--- src/rtl/ones_pattern_gen.sv ---
// Emits every 3-bit pattern {a,b,c} whose popcount equals the requested count,
// one per output handshake, scanning candidate indices in a fixed direction.
module ones_pattern_gen #(
  parameter bit DESCENDING = 1'b0
) (
  input  logic       clk,
  input  logic       rst,
  input  logic       y1,
  input  logic       y0,
  input  logic       req_valid,
  output logic       req_ready,
  output logic       a,
  output logic       b,
  output logic       c,
  output logic       out_valid,
  input  logic       out_ready,
  output logic       out_last,
  output logic [1:0] o_dbg_state
);

  // Handshakes: a transfer happens on a rising edge where valid and ready are
  // both high; valid never waits on ready, and payload holds until transfer.
  typedef enum logic [1:0] {
    ST_IDLE = 2'd0,
    ST_SCAN = 2'd1,
    ST_EMIT = 2'd2
  } state_t;

  state_t     r_state;
  state_t     w_next;
  logic [1:0] r_cnt;
  logic [2:0] r_idx;
  logic [2:0] r_pat;
  logic       r_valid;
  logic       r_last;
  logic       w_match;
  logic       w_no_more;
  logic [2:0] w_idx_step;

  function automatic logic [1:0] popcount3(input logic [2:0] v);
    return {1'b0, v[0]} + {1'b0, v[1]} + {1'b0, v[2]};
  endfunction

  assign w_match    = (popcount3(r_idx) == r_cnt);
  assign w_idx_step = DESCENDING ? (r_idx - 3'd1) : (r_idx + 3'd1);

  // Look ahead past the current candidate so the last pattern is flagged
  // at the time it is registered, not one handshake later.
  always_comb begin
    w_no_more = 1'b1;
    for (int j = 0; j < 8; j++) begin
      if ((DESCENDING ? (j < int'(r_idx)) : (j > int'(r_idx))) &&
          (popcount3(3'(j)) == r_cnt))
        w_no_more = 1'b0;
    end
  end

  always_comb begin
    w_next = r_state;
    case (r_state)
      ST_IDLE: if (req_valid) w_next = ST_SCAN;
      ST_SCAN: if (w_match) w_next = ST_EMIT;
      ST_EMIT: if (out_ready) w_next = r_last ? ST_IDLE : ST_SCAN;
      default: w_next = ST_IDLE;
    endcase
  end

  always_ff @(posedge clk) begin
    if (rst) r_state <= ST_IDLE;
    else     r_state <= w_next;
  end

  always_ff @(posedge clk) begin
    if (rst) begin
      r_cnt   <= 2'd0;
      r_idx   <= 3'd0;
      r_pat   <= 3'd0;
      r_valid <= 1'b0;
      r_last  <= 1'b0;
    end else begin
      case (r_state)
        ST_IDLE: begin
          if (req_valid) begin
            r_cnt <= {y1, y0};
            r_idx <= DESCENDING ? 3'd7 : 3'd0;
          end
        end
        ST_SCAN: begin
          if (w_match) begin
            r_pat   <= r_idx;
            r_last  <= w_no_more;
            r_valid <= 1'b1;
          end else begin
            r_idx <= w_idx_step;
          end
        end
        ST_EMIT: begin
          // out_valid is always high here, so out_ready alone completes a transfer.
          if (out_ready) begin
            r_valid <= 1'b0;
            r_last  <= 1'b0;
            if (!r_last) r_idx <= w_idx_step;
          end
        end
        default: ;
      endcase
    end
  end

  assign req_ready   = (r_state == ST_IDLE);
  assign a           = r_pat[2];
  assign b           = r_pat[1];
  assign c           = r_pat[0];
  assign out_valid   = r_valid;
  assign out_last    = r_last;
  assign o_dbg_state = r_state;

endmodule

--- config.mk ---
export PLATFORM = sky130hd
export DESIGN_NAME = ones_pattern_gen
export DESIGN_NICKNAME = d
export VERILOG_FILES = /design/src/rtl/ones_pattern_gen.sv
export SDC_FILE = /design/constraint.sdc
export NUM_CORES = 1
export LEC_CHECK = 0
export ABC_AREA = 0
export BUFFER_PORTS_ARGS = -buffer_cell sky130_fd_sc_hd__buf_4
export CAP_MARGIN = 20
export CORE_UTILIZATION = 47
export CTS_CLUSTER_SIZE = 14
export DETAILED_ROUTE_END_ITERATION = 6
export PLACE_DENSITY = 0.72
export RECOVER_POWER = 25
export SYNTH_ARGS = -nofsm -noshare
export SYNTH_HDL_FRONTEND = slang
export SYNTH_SLANG_ARGS = --single-unit
--- constraint.sdc ---
create_clock -name clk -period 1.9 [get_ports clk]
set_input_delay 0.38 -clock clk [delete_from_list [all_inputs] [get_ports clk]]
set_output_delay 0.38 -clock clk [all_outputs]
set_load 0.02 [all_outputs]
Word level (Yosys, flattened, before mapping)
Cells that the tools add are included.

word-level totals
  flip-flop bits (word level) = 12
  output and inout port bits = 8
  logic and storage cells = 64

cells by class
  add/sub/neg operators = 3
  $lt $le $gt $ge = 7
  equality and inequality tests = 11
  muxes and demuxes = 22
  reductions and logical operators = 15

operators by type and width
  operator                                           count
  > comparator 3 bit, first input constant           4
  2-to-1 mux 3 bit                                   4
  2-to-1 mux 1 bit                                   11
  inequality test 2 bit, second input constant       5
  one-hot mux 3 bit (3 select lines)                 1
  logical AND 1 bit                                  7
  > comparator 2 x 3 -> 1 bit, first input constant  2
  2-to-1 mux 2 bit                                   3
  one-hot mux 2 bit (3 select lines)                 1
  AND reduction 3 bit                                2
  AND reduction 5 bit                                1
  == test 2 bit, first input constant                2
  one-hot mux 1 bit (2 select lines)                 2
  AND reduction 2 bit                                2
  adder 3 x 1 -> 3 bit, second input constant        1
  > comparator 1 x 3 -> 1 bit, first input constant  1
  nonzero test 3 bit                                 1
  adder 1 x 1 -> 2 bit                               1
  adder 2 x 1 -> 2 bit                               1
  == test 1 x 2 -> 1 bit, first input constant       1
  == test 2 x 1 -> 1 bit, second input constant      1
  == test 2 bit                                      1
  == test 2 bit, second input constant               1
  zero test 2 bit                                    1
  nonzero test 2 bit                                 1

Longest topological paths before layout
Gate-level depths: netlist of the first run.

  depth after elaboration = 11
  depth in mapped cells = 6

Worst setup path after synthesis of the first run
No wires, ideal clock.

  path type = flip-flop to flip-flop
  start = register r_idx[1]
  end = register r_state[0] (netlist: o_dbg_state[0])
  setup time = 87 ps
  arrival time = 1785 ps
  setup slack = 28 ps
  stages on the path, launching flop included = 6
  clock period less this slack = 1872 ps
  cell sequence = dfxtp_1 fa_1 xnor2_1 a21boi_1 or4_1 o31ai_1

on the way
  word-level cells in the longest chain between the ends = 5

ends and longest elaborated chain
  element                                 RTL line  RTL
  from (decl)                             32        logic [2:0] r_idx;
  from (signal assigned)                  85        r_idx <= DESCENDING ? 3'd7 : 3'd0;
  from (signal assigned)                  94        r_idx <= w_idx_step;
  from (signal assigned)                  102       if (!r_last) r_idx <= w_idx_step;
  adder 1 x 1 -> 2 bit                    41        return {1'b0, v[0]} + {1'b0, v[1]} + {1'b0, v[2]};
  adder 2 x 1 -> 2 bit                    41
  == test 2 bit                           44        assign w_match = (popcount3(r_idx) == r_cnt);
  inequality test 2 bit (no source line)  n/a
  AND reduction 3 bit (no source line)    n/a
  to (signal assigned)                    70        else r_state <= w_next;
  to (decl)                               29        state_t r_state;

No other way between the ends.
A chain may end at the register's enable or synchronous reset.

Worst setup path after layout of the first run
  start = register r_idx[0]
  end = register r_state[0] (netlist: o_dbg_state[0])

Same word-level chain as after synthesis.

==> flow_summary.json, run 1 <==
{
  "status": "completed",
  "skew_ns": 0.00378,
  "die_h_um": 41.6,
  "worstRegToRegCells": 5,
  "rrSetupSlack_ns": 0.05,
  "critPathCapture": "o_dbg_state[0]",
  "htreeDepth": 1,
  "r2r-start": "r_idx[0]",
  "synth_top_cell_by_area": "dfxtp_1",
  "synthTopCellsByArea": "dfxtp_1 33%, ha_1 17%, a21oi_1 7.5%, nand2_1 6.1%, o21ai_0 4.1%",
  "leakage_uw": 0.000390,
  "initial_core_util": 0.532,
  "maxSlewViolCount": 0,
  "synthArstFlopShare": 0,
  "viasPerCell": 5.71,
  "cts-buffers-inserted": 3,
  "wirelength_um": 1630,
  "cpLargestDelayFamily": "adder cells",
  "place.gp.congestion": 0.795,
  "crit_path_top_delay_cell": "fa_1",
  "synth-edff-count": 0,
  "worstPathMaxFanout": 4,
  "met3_length_um": 77,
  "path_cells": "fa_1, xnor2_2, a21boi_2, or4_1, o31ai_1",
  "drt-initial-drc-count": 18,
  "syn_avg_cell_area_sq_um": 8.36,
  "grt_pass1_vias": 610,
  "wl_met2_um": 695,
  "grt_usage": 0.200,
  "wl_met1_um": 831,
  "grt_pass1_wl_um": 2670,
  "critical_path_depth": 5,
  "synth_top_flop_cell": "dfxtp_1",
  "ant_nets": 0,
  "fill_cells": 120,
  "syn_inst": 88,
  "synth_top_cell_area_share": 0.327,
  "path_class": "register to register",
  "dr.pass1.iters": 4,
  "worst_ep_required_time_ns": 2.09,
  "cts_tree": "yes",
  "placementRows": 13,
  "place_inst": 118,
  "max_freq_mhz": 542,
  "path_clk_slew_ns": 0.08,
  "slew_headroom": 0.787,
  "ys_seq_area_frac": 0.327,
  "area_growth_pct": 25.0,
  "clk-insertion-delay-late_ns": 0.28,
  "hold_class": "input pin to register",
  "die_x_um": 41.6,
  "syn_area_sq_um": 736,
  "cts-root-buf": "clkbuf_4",
  "drive_gt1_frac": 0.215,
  "nets": 125,
  "grt_remaining_overflow": 0,
  "ctsLongestPathBuffers": 2,
  "dpl.hpwl_um": 1190,
  "hold_viol_final": 0,
  "crit_arrival_ns": 2.04,
  "io_buffer_count": 13,
  "cts.sinks": 12,
  "rsz0062_at_grt": "true",
  "io_pins": 14,
  "grt_antenna_before_repair": 0,
  "power.density_nw_per_um2": 1330,
  "yosys_warnings": 0,
  "period_share": 0.972,
  "grt_max_degree": 14,
  "stdcell_count": 122,
  "core_area_sq_um": 1380,
  "ys_ff_latch": 12,
  "slowest_delay_ns": 0.51,
  "total_power_uw": 1220,
  "syn_nets": 105,
  "irDropWorstVdd_uv": 738,
  "crit_start": "r_idx[0]",
  "diodes": 0,
  "start_kind": "register",
  "finalCriticalPeriod_ns": 1.85,
  "synth_common_cells": "12 x dfxtp_1, 12 x nand2_1, 11 x a21oi_1",
  "drc": 0,
  "max-cap-violations": 0,
  "highest_layer": "met4",
  "synth_cell_types": 27,
  "end_kind": "register",
  "r2r_end": "o_dbg_state[0]",
  "wire_per_inst_um": 13.4,
  "vias": 697,
  "cts_hold_buffers": 0,
  "final-setup-viol-count": 0,
  "dieArea_sq_um": 1730,
  "tightest_slew_ns": 0.318,
  "path_buf_inv": 0
}
-- layout by cell type, fill, tap and decap left out --
master	n
o31ai_1	1
ha_1	10
dfxtp_2	1
nand3_1	4
o21ai_0	6
clkbuf_8	1
or4_1	1
mux2i_1	1
xnor2_2	2
clkbuf_1	4
o41ai_1	1
nand4_1	3
o32ai_1	1
buf_4	13
o311ai_1	1
nor3_1	2
fa_1	1
a21boi_2	1
a211o_1	1
inv_1	5
nand2_1	12
nand2b_1	2
a21oi_1	11
nor2b_1	2
and3_2	1
nor2_1	3
a211oi_2	1
dfxtp_1	11
clkbuf_4	3
and2b_1	1
-- worst min-delay path: stages --
cell and delay (ns):
buf_4 0.10, nand3_1 0.05, a21oi_1 0.05
-- logic make-up after synthesis --
kind of cell               count (synthesis)  share of synthesized area
and+or+nand+nor                           31                      0.207
AOI/OAI and AO/OA                         24                      0.194
DFF                                       12                      0.327
adders and majority gates                 11                      0.197
buffers and inverters                      7                     0.0374
xor gates and xnor gates                   2                     0.0238
muxes                                      1                     0.0136
-- worst min path at each step --
stage               startpoint  slack (ns)        to  cells past startpoint
finish                      y1        0.36  r_cnt[1]                      3
global placement      r_pat[0]        0.45  r_pat[0]                      2
global route               rst        0.35  r_idx[1]                      2
floorplan                  rst        0.48  out_last                      1
detailed placement    r_pat[0]        0.45  r_pat[0]                      2
CTS                         y1        0.36  r_cnt[1]                      3
-- report_power, final --
group	switching [uW]	internal [uW]
logic	370	271
registers	62.0	308
clock network	93.9	117
-- cell type report --
| class | count | area [sq um] | area share |
|---|---|---|---|
| Timing Repair Buffer | 17 | 113 | 0.122 |
| Multi-Input combinational cell | 69 | 492 | 0.535 |
| Inverter | 5 | 18.8 | 0.0204 |
| Tap cell | 15 | 18.8 | 0.0204 |
| Clock buffer | 4 | 36.3 | 0.0395 |
| Sequential cell | 12 | 241 | 0.263 |
-- through the flow --
step / area, sq um / setup slack [ns] / hold slack [ns] / setup TNS, ns / util
after floorplan: 736 / 0.0283 / 0.482 / 0 / -
after global placement: 873 / 0.0881 / 0.445 / 0 / 0.632
after detailed placement: 873 / 0.0266 / 0.450 / 0 / 0.632
after CTS: 917 / 0.0236 / 0.358 / 0 / 0.663
after global routing: 920 / -0.0468 / 0.352 / -0.0726 / 0.665
final: 920 / 0.0539 / 0.358 / 0 / 0.665
-- repair_timing --
item / in CTS / in global routing
setup endpoints to repair: 1 / 5
setup buffers: 0 / 0
cloned: 0 / 0
endpoints found under the hold margin: 0 / 0
gates resized for setup: 1 / 5
-- sequential cells by signal (all words and copies together) (netlist names) --
| register | flops |
|---|---|
| r_idx | 3 |
| r_pat | 3 |
| o_dbg_state | 2 |
| r_cnt | 2 |
| out_last | 1 |
| out_valid | 1 |
-- per-layer routing --
metal	vias to the layer above	track usage
met4	0	0.0774
met5	-	0
li1	351	-
met1	326	0.272
met3	4	0.0522
met2	16	0.300
Note: power is estimated with default switching activity, not from simulation.
==> run 2: changes to the inputs <==
- PLACE_DENSITY: 0.72 -> not set
- PLACE_DENSITY_LB_ADDON: not set -> 0.12
==> run 2 against run 1 <==
Net effect:
- hold slack gained 0.018 ns
- critical endpoint unchanged
- register-to-register slack gained 0.06 ns
- global-route usage shrank 0.22 points
- design area shrank 0.27%
- largest power group unchanged
- routed wire length shrank 2.5%
==> flow_summary.json, run 2 (same netlist as run 1, synthesis figures left out) <==
{
  "drc": 0,
  "placementRows": 13,
  "swShare": 0.440,
  "wirelength_um": 1590,
  "start_kind": "register",
  "grt_antenna_before_repair": 0,
  "htreeDepth": 1,
  "final-setup-viol-count": 0,
  "ant_nets": 0,
  "rsz0062_at_grt": "false",
  "cpLargestDelayFamily": "adder cells",
  "io_buffer_count": 13,
  "final_cell_mix": "13 x buf_4, 12 x nand2_1, 11 x a21oi_1, 10 x ha_1, 10 x dfxtp_1",
  "area_growth_pct": 24.7,
  "grt_pass1_vias": 617,
  "core_area_sq_um": 1380,
  "viasPerCell": 5.52,
  "crit_arrival_ns": 1.96,
  "dieArea_sq_um": 1730,
  "fill_cells": 128,
  "initial_core_util": 0.532,
  "hold_class": "input pin to register",
  "diodes": 0,
  "end_kind": "register",
  "io_pins": 14,
  "max-cap-violations": 0,
  "tightest_slew_ns": 0.255,
  "finalCriticalPeriod_ns": 1.79,
  "grt_remaining_overflow": 0,
  "r2r-start": "r_idx[2]",
  "combPwrFrac": 0.561,
  "grt_usage": 0.197,
  "slew_headroom": 0.827,
  "final_area_sq_um": 917,
  "worstPathMaxFanout": 4,
  "reg_top3": "r_idx x3, r_pat x3",
  "vias": 668,
  "grt_pass1_wl_um": 2680,
  "clkPwrFrac": 0.124,
  "crit_start": "r_idx[2]",
  "cts_hold_buffers": 0,
  "place_inst": 117,
  "leakage_uw": 0.000386,
  "grt_max_degree": 14,
  "clk-insertion-delay-late_ns": 0.26,
  "tns_ns": 0,
  "ctsLongestPathBuffers": 2,
  "final_common_cell": "buf_4",
  "die_x_um": 41.6,
  "die_h_um": 41.6,
  "path_clk_slew_ns": 0.07,
  "cts.sinks": 12,
  "max_freq_mhz": 558,
  "cts_tree": "yes",
  "maxSlewViolCount": 0,
  "cts-root-buf": "clkbuf_4",
  "nets": 125,
  "dpl.hpwl_um": 1200,
  "wire_per_inst_um": 13.1,
  "cts-buffers-inserted": 3,
  "holdWs_ns": 0.376,
  "drive_gt1_frac": 0.236,
  "rrSetupSlack_ns": 0.11,
  "dr.pass1.iters": 4,
  "path_buf_inv": 0,
  "power.share.sequential": 0.315,
  "path_class": "register to register",
  "stdcell_count": 121,
  "worstHoldStart": "y0",
  "place.gp.congestion": 0.811,
  "irDropWorstVdd_uv": 717,
  "power.density_nw_per_um2": 1270,
  "placed_area_sq_um": 866,
  "path_cells": "fa_1, xnor2_2, a21boi_2, or4_1, o31ai_1",
  "crit_path_top_delay_cell": "fa_1",
  "hold_viol_final": 0,
  "period_share": 0.942,
  "p_int_uw": 654,
  "status": "completed",
  "worst_ep_required_time_ns": 2.07,
  "power.switching_uw": 514,
  "skew_ns": 0.00587,
  "slowest_delay_ns": 0.51,
  "drt-initial-drc-count": 10
}
run 2: changes by cell type in the layout (fill, tap and decap cells not counted), sizes merged:
cell,previous run,this run
clkbuf,8,7
run 2: power by group through the flow:
stage	clock network [uW]	logic, uW	registers (uW)
6_report	145	655	368
5_1_grt	166	718	380
4_1_cts	153	604	365
3_5_place_dp	0	601	371
3_3_place_gp	0	591	369
2_1_floorplan	0	366	413
run 2: what timing repair did:
| action | 4_1_cts | 5_1_grt |
|---|---|---|
| setup endpoints to repair | 0 | 6 |
| resized for setup | 0 | 9 |
| setup buffers | 0 | 1 |
run 2: worst register-to-register path, stage by stage (launching register included):
cell and delay, ns:
dfxtp_2 0.33, fa_1 0.51, xnor2_2 0.25, a21boi_2 0.12, or4_1 0.41, o31ai_1 0.08
run 2: through the flow:
stage	worst slack, ns	util	power [uW]
final	0.109	0.663	1170
after floorplan	0.0283	-	779
after global placement	0.0865	0.626	960
after CTS	0.0253	0.643	1120
after detailed placement	0.0371	0.626	972
after global routing	0.00456	0.663	1260
run 2: path summary, 6_finish.rpt:
| check | end | depth (start not counted) |
|---|---|---|
| worst max-delay path | o_dbg_state[0] | 5 |
| worst min-delay path | r_cnt[0] | 3 |
| worst max register to register | o_dbg_state[0] | 5 |
| worst min register to register | r_pat[0] | 2 |
run 2: cell type report:
cell class / instances / area (sq um) / share of cell area
inverter: 5 / 18.8 / 0.0205
multi-input combinational: 69 / 502 / 0.547
sequential: 12 / 243 / 0.265
clock buffer: 3 / 22.5 / 0.0246
timing repair buffer: 17 / 113 / 0.123
tap: 15 / 18.8 / 0.0205
run 2: routing by layer:
metal / global-route usage / part of all wire
met5: 0 / 0
met2: 0.313 / 0.48
met1: 0.271 / 0.49
met3: 0.0652 / 0.030
met4: 0.0194 / 0
